### config.mk
export PLATFORM = sky130hd
export DESIGN_NAME = sp_mem_arbiter
export DESIGN_NICKNAME = d
export VERILOG_FILES = /design/src/rtl/sp_mem_arbiter.sv
export SDC_FILE = /design/constraint.sdc
export NUM_CORES = 1
export LEC_CHECK = 0
export BUFFER_PORTS_ARGS = -buffer_cell sky130_fd_sc_hd__buf_2
export CAP_MARGIN = 40
export CORE_ASPECT_RATIO = 0.75
export CORE_MARGIN = 10
export CORE_UTILIZATION = 46
export DETAILED_ROUTE_END_ITERATION = 10
export PLACE_DENSITY = 0.77
export SLEW_MARGIN = 20
export SYNTH_ARGS = -nofsm -noshare
export SYNTH_HDL_FRONTEND = slang
export SYNTH_SLANG_ARGS = --single-unit
### constraint.sdc
create_clock -name CLK -period 10.3 [get_ports CLK]
set_input_delay 2.575 -clock CLK [delete_from_list [all_inputs] [get_ports CLK]]
set_output_delay 2.575 -clock CLK [all_outputs]
set_load 0.05 [all_outputs]
### src/rtl/sp_mem_arbiter.sv
// Memory-side arbiter: serialises scratchpad row loads/stores into MEM_W beats on a
// single-ported ready-handshake bus, with one row transfer in flight at a time.
module sp_mem_arbiter #(
    parameter int BITS_PER_ROW = 128,
    parameter int MEM_W        = 32,
    parameter int WORD_W       = 32,
    parameter int ROW_S_W      = 2
) (
    input  logic                    CLK,
    input  logic                    RST,
    input  logic                    sLoad,
    input  logic [WORD_W-1:0]       load_addr,
    input  logic                    sStore,
    input  logic [WORD_W-1:0]       store_addr,
    input  logic [BITS_PER_ROW-1:0] store_data,
    output logic [BITS_PER_ROW-1:0] load_data,
    output logic                    sLoad_hit,
    output logic [ROW_S_W-1:0]      sLoad_row,
    output logic                    sStore_hit,
    output logic                    busy,
    output logic                    mem_ren,
    output logic                    mem_wen,
    output logic [WORD_W-1:0]       mem_addr,
    output logic [MEM_W-1:0]        mem_wdata,
    input  logic [MEM_W-1:0]        mem_rdata,
    input  logic                    mem_ready
);
    localparam int BEATS = BITS_PER_ROW / MEM_W;
    localparam int OFF_W = $clog2(BITS_PER_ROW / 8);
    localparam int CNT_W = (BEATS > 1) ? $clog2(BEATS) : 1;
    localparam logic [CNT_W-1:0]  LAST_BEAT = CNT_W'(BEATS - 1);
    localparam logic [CNT_W-1:0]  ONE_BEAT  = CNT_W'(1);
    localparam logic [WORD_W-1:0] BEAT_STEP = WORD_W'(MEM_W / 8);

    typedef enum logic [1:0] {
        IDLE  = 2'b00,
        LOAD  = 2'b01,
        STORE = 2'b10,
        HIT   = 2'b11
    } state_t;

    typedef enum logic {
        GRANT_LOAD  = 1'b0,
        GRANT_STORE = 1'b1
    } grant_t;

    state_t                  state_r;
    grant_t                  last_grant_r;
    logic [CNT_W-1:0]        beat_r;
    logic [BITS_PER_ROW-1:0] shift_r;
    logic [ROW_S_W-1:0]      row_r;

    logic                    grant_load_s;
    logic                    grant_store_s;
    logic                    tie_s;
    logic [WORD_W-1:0]       load_base_s;
    logic [WORD_W-1:0]       store_base_s;
    logic [BITS_PER_ROW-1:0] shift_next_s;

    assign load_base_s  = {load_addr[WORD_W-1:OFF_W], {OFF_W{1'b0}}};
    assign store_base_s = {store_addr[WORD_W-1:OFF_W], {OFF_W{1'b0}}};
    assign shift_next_s = shift_r >> MEM_W;
    assign tie_s        = sLoad & sStore;

    // Request arbitration: a tie goes to the type that did not win the previous tie.
    always_comb begin
        grant_load_s  = 1'b0;
        grant_store_s = 1'b0;
        if (tie_s) begin
            grant_load_s  = (last_grant_r == GRANT_STORE);
            grant_store_s = (last_grant_r == GRANT_LOAD);
        end else begin
            grant_load_s  = sLoad;
            grant_store_s = sStore;
        end
    end

    // Transfer FSM with beat sequencing and all registered outputs.
    always_ff @(posedge CLK or posedge RST) begin
        if (RST) begin
            state_r      <= IDLE;
            last_grant_r <= GRANT_STORE;
            beat_r       <= {CNT_W{1'b0}};
            shift_r      <= {BITS_PER_ROW{1'b0}};
            row_r        <= {ROW_S_W{1'b0}};
            load_data    <= {BITS_PER_ROW{1'b0}};
            sLoad_hit    <= 1'b0;
            sLoad_row    <= {ROW_S_W{1'b0}};
            sStore_hit   <= 1'b0;
            busy         <= 1'b0;
            mem_ren      <= 1'b0;
            mem_wen      <= 1'b0;
            mem_addr     <= {WORD_W{1'b0}};
            mem_wdata    <= {MEM_W{1'b0}};
        end else begin
            sLoad_hit  <= 1'b0;
            sStore_hit <= 1'b0;
            case (state_r)
                IDLE: begin
                    beat_r <= {CNT_W{1'b0}};
                    if (grant_load_s) begin
                        state_r  <= LOAD;
                        row_r    <= load_addr[OFF_W +: ROW_S_W];
                        mem_addr <= load_base_s;
                        mem_ren  <= 1'b1;
                        busy     <= 1'b1;
                        if (tie_s) begin
                            last_grant_r <= GRANT_LOAD;
                        end
                    end else if (grant_store_s) begin
                        state_r   <= STORE;
                        shift_r   <= store_data;
                        mem_wdata <= store_data[MEM_W-1:0];
                        mem_addr  <= store_base_s;
                        mem_wen   <= 1'b1;
                        busy      <= 1'b1;
                        if (tie_s) begin
                            last_grant_r <= GRANT_STORE;
                        end
                    end else begin
                        busy <= 1'b0;
                    end
                end
                LOAD: begin
                    if (mem_ready) begin
                        load_data[int'(beat_r)*MEM_W +: MEM_W] <= mem_rdata;
                        if (beat_r == LAST_BEAT) begin
                            state_r   <= HIT;
                            beat_r    <= {CNT_W{1'b0}};
                            mem_ren   <= 1'b0;
                            sLoad_hit <= 1'b1;
                            sLoad_row <= row_r;
                        end else begin
                            beat_r   <= beat_r + ONE_BEAT;
                            mem_addr <= mem_addr + BEAT_STEP;
                        end
                    end
                end
                STORE: begin
                    if (mem_ready) begin
                        if (beat_r == LAST_BEAT) begin
                            state_r    <= HIT;
                            beat_r     <= {CNT_W{1'b0}};
                            mem_wen    <= 1'b0;
                            sStore_hit <= 1'b1;
                        end else begin
                            beat_r    <= beat_r + ONE_BEAT;
                            mem_addr  <= mem_addr + BEAT_STEP;
                            shift_r   <= shift_next_s;
                            mem_wdata <= shift_next_s[MEM_W-1:0];
                        end
                    end
                end
                HIT: begin
                    state_r <= IDLE;
                    busy    <= 1'b0;
                end
                default: begin
                    state_r <= IDLE;
                    beat_r  <= {CNT_W{1'b0}};
                    mem_ren <= 1'b0;
                    mem_wen <= 1'b0;
                    busy    <= 1'b0;
                end
            endcase
        end
    end

    sp_mem_arbiter_chk u_chk (
        .CLK        (CLK),
        .RST        (RST),
        .mem_ren    (mem_ren),
        .mem_wen    (mem_wen),
        .sLoad_hit  (sLoad_hit),
        .sStore_hit (sStore_hit),
        .busy       (busy)
    );
endmodule

// Protocol properties of the arbiter's registered outputs.
module sp_mem_arbiter_chk (
    input logic CLK,
    input logic RST,
    input logic mem_ren,
    input logic mem_wen,
    input logic sLoad_hit,
    input logic sStore_hit,
    input logic busy
);
    a_enable_exclusive: assert property (@(posedge CLK) disable iff (RST)
        !(mem_ren && mem_wen));
    a_hit_exclusive: assert property (@(posedge CLK) disable iff (RST)
        !(sLoad_hit && sStore_hit));
    a_hit_single_cycle: assert property (@(posedge CLK) disable iff (RST)
        (sLoad_hit || sStore_hit) |=> !(sLoad_hit || sStore_hit));
    a_activity_implies_busy: assert property (@(posedge CLK) disable iff (RST)
        (mem_ren || mem_wen || sLoad_hit || sStore_hit) |-> busy);
endmodule
; ---- After elaboration in Yosys (flattened, before gate mapping)
; Cells that the tools add are included.
[classes]
n_bitwise = 2
n_reduce_logical = 17
shifts = 2
n_eq_ne = 16
mux = 44
addsub = 3
[op_table]
columns = cell, n
row1 = $mux 128, 4
row2 = $mux 32, 8
row3 = $pmux 128 s2, 1
row4 = $bwmux 128, 1
row5 = $pmux 32 s2, 2
row6 = $shift 32x33->128 const A, 1
row7 = $shiftx 32x33->128, 1
row8 = $neg 7->33, 1
row9 = $add 32x3->32 const B, 1
row10 = $ne 2x2->1 const B, 9
row11 = $mux 1, 17
row12 = $mux 2, 6
row13 = $reduce_and 5->1, 2
row14 = $reduce_bool 2->1, 5
row15 = $reduce_and 3->1, 3
row16 = $reduce_and 4->1, 2
row17 = $eq 2x2->1 const B, 3
row18 = $pmux 1 s2, 3
row19 = $pmux 2 s3, 1
row20 = $reduce_and 2->1, 3
row21 = $ne 2x1->1 const B, 2
row22 = $pmux 2 s2, 1
row23 = $ne 3x3->1 const B, 1
row24 = $add 2x1->2 const B, 1
row25 = 5 further kinds, 5
[totals]
in_bits = 229
regBits = 334
elab_cells = 98

; ---- Logic depth before layout (Yosys ltp)
; Gate-level depths: netlist of run 1.
[logic_depth]
ltp_word = 5
mapped_depth = 10

; ---- Least setup slack after synthesis of run 1
; No wires, ideal clock.
[synth_path]
path_kind = input to register
start = input port mem_ready
end = register load_data[20]
t_required_ps = 10233
t_arrival_ps = 3870
setup_time_ps = 67
path_stages = 5
setup_slack_ps = 6363
cell_sequence = buf_2 nand3_1 nor4b_1 clkbuf_1 a22o_1
[synth_between]
elab_chain_cells = 1
[synth_rtl]
columns = element, line
row1 = start: declaration, 26  ; input logic mem_ready
row2 = $reduce_and 2->1 (no line), --
row3 = end signal: assignment, 86  ; load_data <= {BITS_PER_ROW{1'b0}};
row4 = end signal: indexed assignment, 126  ; load_data[int'(beat_r)*MEM_W +: MEM_W] <= mem_rdata;
row5 = end: declaration, 16  ; output logic [BITS_PER_ROW-1:0] load_data,
; No other way between the ends.
; A chain may end at the register's enable or synchronous reset.

; ---- Final worst setup path of run 1
[layout_path]
start = register mem_addr[4]
end = output port mem_addr[4]
[layout_rtl]
columns = element, line
row1 = start: declaration, 23  ; output logic [WORD_W-1:0] mem_addr,
row2 = start signal: assignment, 93  ; mem_addr <= {WORD_W{1'b0}};
row3 = start signal: assignment, 104  ; mem_addr <= load_base_s;
row4 = start signal: assignment, 114  ; mem_addr <= store_base_s;
; No word-level cell between the ends.

==> out/metrics.yaml, run 1 <==
port_buffers: 417
drive_gt1_frac: 0.343
r2r_start: "state_r[0]$_DFFE_PP0P_"
critical-path-top-delay-family: "flip-flops"
grt_pass1_wl_mm: 63.0
critPathArrivalTime_ps: 1370
swShare: 0.477
die_height_um: 166
rrSetupSlack_ps: 7650
cts-resized-gates: 0
total_power_mw: 6.17
grt_start_max_net_pins: 156
finalClockSkew_ps: 10.1
min_path_type: "flop to flop"
synth_ff_type: "dfrtp_1"
maxSlewHeadroom: 0.424
crit_end: "mem_addr[4]"
synth_area_per_cell_um2: 11.6
synthToLayoutAreaGrowth_pct: 25.9
synth_area_leaders: "dfrtp_1, a22o_1, mux2i_1, o21ai_0, nand2_1"
setup_viol: 0
startpoint: "mem_addr[4]$_DFFE_PP0P_"
max_stage_delay_ps: 480
whs_ps: 473
nNetsFinal: 1732
worstPathRequired_ps: 7730
outcome: "completed"
track_usage: 0.216
clockPowerShare: 0.178
pwr-share-seq: 0.331
nFillCells: 2376
dr.pass1.iters: 5
slowest_stage: "dfrtp_1"
htreeDepth: 1
synth_edf_count: 0
seq_area_frac_synth: 0.571
irDropWorstVdd_uv: 219
clock_tree.root_cell: "clkbuf_16"
p_per_area_mw_per_mm2: 373
end_kind: "output port"
post_drt_wl_per_cell_um: 21.3
clk_latency_ps: 560
switchingPower_mw: 2.95
path_class: "flop to output port"
hpwl_mm: 28.9
grt_pass1_vias: 10900
instances_no_fill: 1907
synth_compound_area_frac: 0.181
synth_top_area_cell: "dfrtp_1"
gp_congestion: 0.807
final_common_cell: "buf_2"
vias: 10400
power_frac_comb: 0.491
synth_fa_ha_area_frac: 0.0105
final_cell_mix: "buf_2, dfrtp_1, a22o_1"
core_mm2: 0.0281
synth_xor_area_frac: 0.000667
drc_errors: 0
maxSlewViolCount: 0
synth_area_mm2: 0.0131
antenna_found_initial: 12
start_kind: "flop"
cp_num_buf_inv: 1
post-cts-setup-buffers: 0
leakage_nw: 8.42
path_cells: "buf_2"
synth-async-reset-ratio: 1.00
intPower_mw: 3.22
crit_path_max_fanout: 9
synth_top_area_frac: 0.569
wl_mm: 40.6
vias_per_cell: 5.45
max_freq_ghz: 0.254
synth_mux_area_frac: 0.110
yosys.area_share.simple: 0.0802
ys_seq_elements: 300
cts_tree: "yes"
clk_path_buf_depth: 3
fin_crit_sh: 0.383
hold_viol: 0
rsz0062_at_grt: "false"
final_antenna_net_count: 0
initial_core_util: 0.468
rows: 53
r2r_end: "mem_addr[21]$_DFFE_PP0P_"
dp_cells: 1843
ff2ff_path_depth: 9
grt_overflow_total: 0
syn_inst: 1129
worst_pin_slew_ps: 864
yosys_warnings: 0
die_w_um: 215
cap_violations: 0
fin_setup_tns_ps: 0
synth_cell_types: 50
cts_sinks: 300
io_pins: 428
cts_buffers: 30
clk_pin_slew_ps: 70
synth_top_family_by_area: "compound AO/OA/AOI/OAI gates"
cp.depth: 1
hold_buffers: 0
finalCriticalPeriod_ps: 3940
dr.first_iter.drc_count: 603
fp.dieArea_mm2: 0.0358
## synthesized netlist by cell type (all sizes together), types with 2 or more instances
master	instances
nand3	24
inv	10
nand4	10
mux2	6
clkbuf	59
o21ai	113
a22o	162
ha	11
nor3b	3
nor3	6
a21oi	8
dfrtp	299
nand2b	2
nor4b	3
and4	3
o31ai	2
nor4	3
a211oi	2
buf	54
nand2	134
nor2	27
mux2i	137
a211o	2
a31oi	3
o2bb2ai	5
and3	7
a221oi	20
## cell type report
cell class | count | area (um^2) | share of cell area
Clock buffer | 40 | 848 | 0.0513
Multi-Input combinational cell | 707 | 5090 | 0.308
Antenna cell | 10 | 25.0 | 0.00151
Inverter | 10 | 41.3 | 0.00250
Sequential cell | 300 | 7510 | 0.454
Tap cell | 385 | 482 | 0.0291
Timing Repair Buffer | 443 | 2400 | 0.145
Clock inverter | 12 | 148 | 0.00893
## metal layers
metal | GRT usage | wire [um] | part of all wire | vias up
met1 | 0.267 | 16600 | 0.41 | 5134
met4 | 0.0678 | 935 | 0.023 | 4
met2 | 0.360 | 19900 | 0.49 | 370
met3 | 0.0610 | 3110 | 0.076 | 52
met5 | 0 | 17 | 0.00042 | -
li1 | - | - | - | 4838
## logic make-up after synthesis
family | after synthesis
mux | 143
xor+xnor | 1
other cells | 1
compound gates | 325
flops | 300
buf+inv | 123
fa+ha+maj | 11
simple gates | 225
## flip-flops by register name, summed over array words and instances (netlist names)
register / count
shift_r: 97
mem_addr: 30
sStore_hit: 1
busy: 1
load_data: 128
sLoad_row: 2
beat_r: 2
mem_wen: 1
mem_wdata: 31
row_r: 2
last_grant_r: 1
mem_ren: 1
sLoad_hit: 1
state_r: 2
## power groups by stage
stage / registers (mW) / logic [mW] / clock network, mW
after global placement: 2.02 / 2.94 / 0
after CTS: 2.04 / 3.05 / 1.12
final: 2.04 / 3.03 / 1.10
after detailed placement: 2.04 / 3.05 / 0
after global routing: 2.11 / 3.27 / 1.16
after floorplan: 2.79 / 1.56 / 0
## worst min-delay path by stage
stage	startpoint	to	slack, ps	depth (start not counted)
2_1_floorplan	shift_r[32]$_DFFE_PP0P_	shift_r[32]$_DFFE_PP0P_	450	2
3_3_place_gp	mem_wdata[2]$_DFFE_PP0P_	mem_wdata[2]$_DFFE_PP0P_	460	2
3_5_place_dp	mem_wdata[1]$_DFFE_PP0P_	mem_wdata[1]$_DFFE_PP0P_	470	2
4_1_cts	mem_wdata[1]$_DFFE_PP0P_	mem_wdata[1]$_DFFE_PP0P_	480	2
5_1_grt	shift_r[77]$_DFFE_PP0P_	shift_r[77]$_DFFE_PP0P_	510	2
6_report	mem_wdata[1]$_DFFE_PP0P_	mem_wdata[1]$_DFFE_PP0P_	470	2
## through the flow
stage	util	setup slack [ps]	cell area, um^2
after global routing	0.590	6290	16500
after global placement	0.547	5120	15400
final	0.590	6360	16500
after detailed placement	0.552	5330	15500
after CTS	0.588	5930	16500
after floorplan	-	3740	13100
Note: power is estimated with default switching activity, not from simulation.
==> run 2, diff against run 1 <==
- ABC_AREA: default -> 1
- CORE_UTILIZATION: 46 -> 53
- PLACE_DENSITY: 0.77 -> 0.82
- clock period: 10.3 -> 3.8 ns (I/O delays scaled with it)
==> run 2 against run 1 <==
  * First-iteration DRC count grew to 3.0 times the previous value
  * Combinational power grew to 3.0 times the previous value
  * Critical endpoint is now load_data[73]$_DFFE_PP0P_
  * Critical path type is now flop to flop
  * Non-clock buffer count grew 20
  * Area after synthesis grew 15%
  * Hold slack lost 44 ps
  * Clock skew grew 2.7 ps
  * Via count grew 47%
  * Register-to-register slack lost 6600 ps
  * Total power grew to 2.9 times the previous value
  * Largest power group unchanged
  * Sequential share of layout area shrank 4.8 points
  * Die area is essentially flat
  * Cell count grew 43%
==> out/metrics.yaml, run 2 <==
outcome: "completed"
track_usage: 0.272  # +0.0553
leakage_nw: 10.6  # +26%
ys_seq_elements: 300  # unchanged
hold_buffers: 0  # unchanged
min_path_type: "input pin to asynchronous set/reset pin"
reg_top3: "load_data: 128 flops, shift_r: 97 flops, mem_wdata: 31 flops"
yosys_warnings: 0  # unchanged
irDropWorstVdd_uv: 542  # +150%
finalClockSkew_ps: 12.9  # +2.72 ps
final_common_cell: "nand2_1"
critPathArrivalTime_ps: 3240  # +1870 ps
grt_overflow_total: 0  # unchanged
initial_core_util: 0.539  # +0.0711
synth_top_area_frac: 0.494  # -0.0750
nNetsFinal: 2563  # +48%
fp.dieArea_mm2: 0.0358  # about the same
antenna_found_initial: 3  # -9
crit_path_max_fanout: 49  # +40
htreeDepth: 1  # unchanged
largest_reg_flops: 128  # unchanged
synth_area_per_cell_um2: 7.59  # -35%
clk_latency_ps: 550  # about the same
max_freq_ghz: 0.363
cts_sinks: 300  # unchanged
drive_gt1_frac: 0.229  # -0.114
rsz0062_at_grt: "false"
cts-resized-gates: 0  # unchanged
rows: 53  # unchanged
cts_tree: "yes"
total_power_mw: 17.6  # +190%
clk_pin_slew_ps: 60  # about the same
synth_edf_count: 0  # unchanged
largest-register: "load_data"
final_antenna_net_count: 0  # unchanged
synth_cell_types: 31  # -38%
io_pins: 428  # unchanged
yosysMostFrequentCell: "nand2_1"
dr.first_iter.drc_count: 1803  # +200%
finalCriticalPeriod_ps: 2750
post-cts-setup-buffers: 0  # unchanged
synth_top_area_cell: "dfrtp_1"
grt_pass1_wl_mm: 80.2  # +27%
nFillCells: 2348  # -1.2%
grt_pass1_vias: 14600  # +35%
synth_area_mm2: 0.0151  # +15%
cts_buffers: 30  # unchanged
cap_violations: 0  # unchanged
vias_per_cell: 5.58  # +2.3%
start_kind: "flop"
drc_errors: 0  # unchanged
worstPathRequired_ps: 4280  # -3450 ps
die_w_um: 215  # about the same
syn_inst: 1994  # +77%
vias: 15200  # +47%
seq_area_frac_synth: 0.496  # -0.0753
clock_tree.root_cell: "clkbuf_16"
synth-async-reset-ratio: 1.00  # unchanged
setup_viol: 0  # unchanged
synth_ff_type: "dfrtp_1"
multi_input_area_mm2: 0.00607  # +19%
maxSlewHeadroom: 0.515  # +0.0910
hold_viol: 0  # unchanged
wl_mm: 50.8  # +25%
final_cell_mix: "nand2_1, buf_2, o21ai_0"
p_per_area_mw_per_mm2: 952  # +160%
synthToLayoutAreaGrowth_pct: 22.3
max_stage_delay_ps: 750  # +270 ps
synth_common_cells: "nand2_1, o21ai_0, dfrtp_1"
path_cells: "inv_2 > ha_1 > inv_1 > nor2_4 > buf_12 > nand4_1 > nand2_1"
slowest_stage: "dfrtp_1"
grt_start_max_net_pins: 88  # -44%
die_height_um: 166  # about the same
core_mm2: 0.0281  # unchanged
hpwl_mm: 36.5  # +26%
worst_pin_slew_ps: 728  # -136 ps
end_kind: "flop"
clk_path_buf_depth: 3  # unchanged
maxSlewViolCount: 0  # unchanged
fin_crit_sh: 0.725
whs_ps: 428  # -44.4 ps
port_buffers: 417  # unchanged
dr.pass1.iters: 6  # +1
gp_congestion: 0.934  # +16%
synth_area_leaders: "dfrtp_1, nand2_1, o21ai_0, inv_1, nand3_1"
path_class: "flop to flop"
post_drt_wl_per_cell_um: 18.6  # -13%
seqCellArea_mm2: 0.00751  # unchanged
run 2: logic make-up (layout without fill, tap and decap cells):
logic type,Yosys count,after routing,synth area share
flip-flops,300,300,0.496
XOR/XNOR,1,1,0.000579
buffers and inverters,364,716,0.105
AO/OA/AOI/OAI,416,416,0.145
adder cells (fa/ha/maj),11,11,0.00910
AND/OR/NAND/NOR,901,901,0.244
other,1,4,0.000248
run 2: stage by stage:
stage / instances / area, um^2 / setup TNS [ps] / setup slack [ps] / util
3_3_place_gp: 2674 / 17400 / 0 / 1010 / 0.619
2_1_floorplan: 1995 / 15100 / -339800 / -1140 / -
6_report: 2734 / 18500 / 0 / 1050 / 0.660
4_1_cts: 2732 / 18500 / 0 / 1080 / 0.659
3_5_place_dp: 2676 / 17400 / 0 / 995 / 0.620
5_1_grt: 2734 / 18500 / 0 / 884 / 0.660
run 2: worst paths after layout:
check	from	slack, ps	depth (start not counted)	to
max in group asynchronous	RST	2520	4	mem_wdata[11]$_DFFE_PP0P_
setup / recovery	beat_r[0]$_DFFE_PP0P_	1050	7	load_data[73]$_DFFE_PP0P_
hold / removal	RST	430	2	shift_r[99]$_DFFE_PP0P_
setup reg to reg	beat_r[0]$_DFFE_PP0P_	1050	7	load_data[73]$_DFFE_PP0P_
hold reg to reg	mem_wdata[14]$_DFFE_PP0P_	480	2	mem_wdata[14]$_DFFE_PP0P_
min in group CLK	mem_wdata[14]$_DFFE_PP0P_	480	2	mem_wdata[14]$_DFFE_PP0P_
run 2: layout make-up:
type                    count  area share
diodes                      2    0.000270
clock buffers              38      0.0461
clock inverters            18      0.0135
inverters                 197      0.0403
multi-input cells        1331       0.328
flip-flops and latches    300       0.406
well taps                 385      0.0260
repair buffers            463       0.140
run 2: power by group:
group	internal (mW)	switching, mW	leakage (nW)	total [mW]
clock network	1.99	1.31	0.545	3.30
registers	4.43	0.706	3.91	5.13
logic	2.27	6.92	6.14	9.19
total	8.69	8.93	10.6	17.6
run 2: critical path: cells and delay by family, from the launching register on:
| kind | cells | cell delay [ps] |
|---|---|---|
| adder cells (fa/ha/maj) | 1 | 470 |
| flip-flops | 1 | 750 |
| buffers and inverters | 3 | 840 |
| AND/OR/NAND/NOR | 3 | 610 |
run 2: layer usage:
layer / share of wire / track usage
met3: 0.11 / 0.0670
met2: 0.45 / 0.421
met4: 0.032 / 0.0834
met1: 0.41 / 0.369
met5: 0 / 0
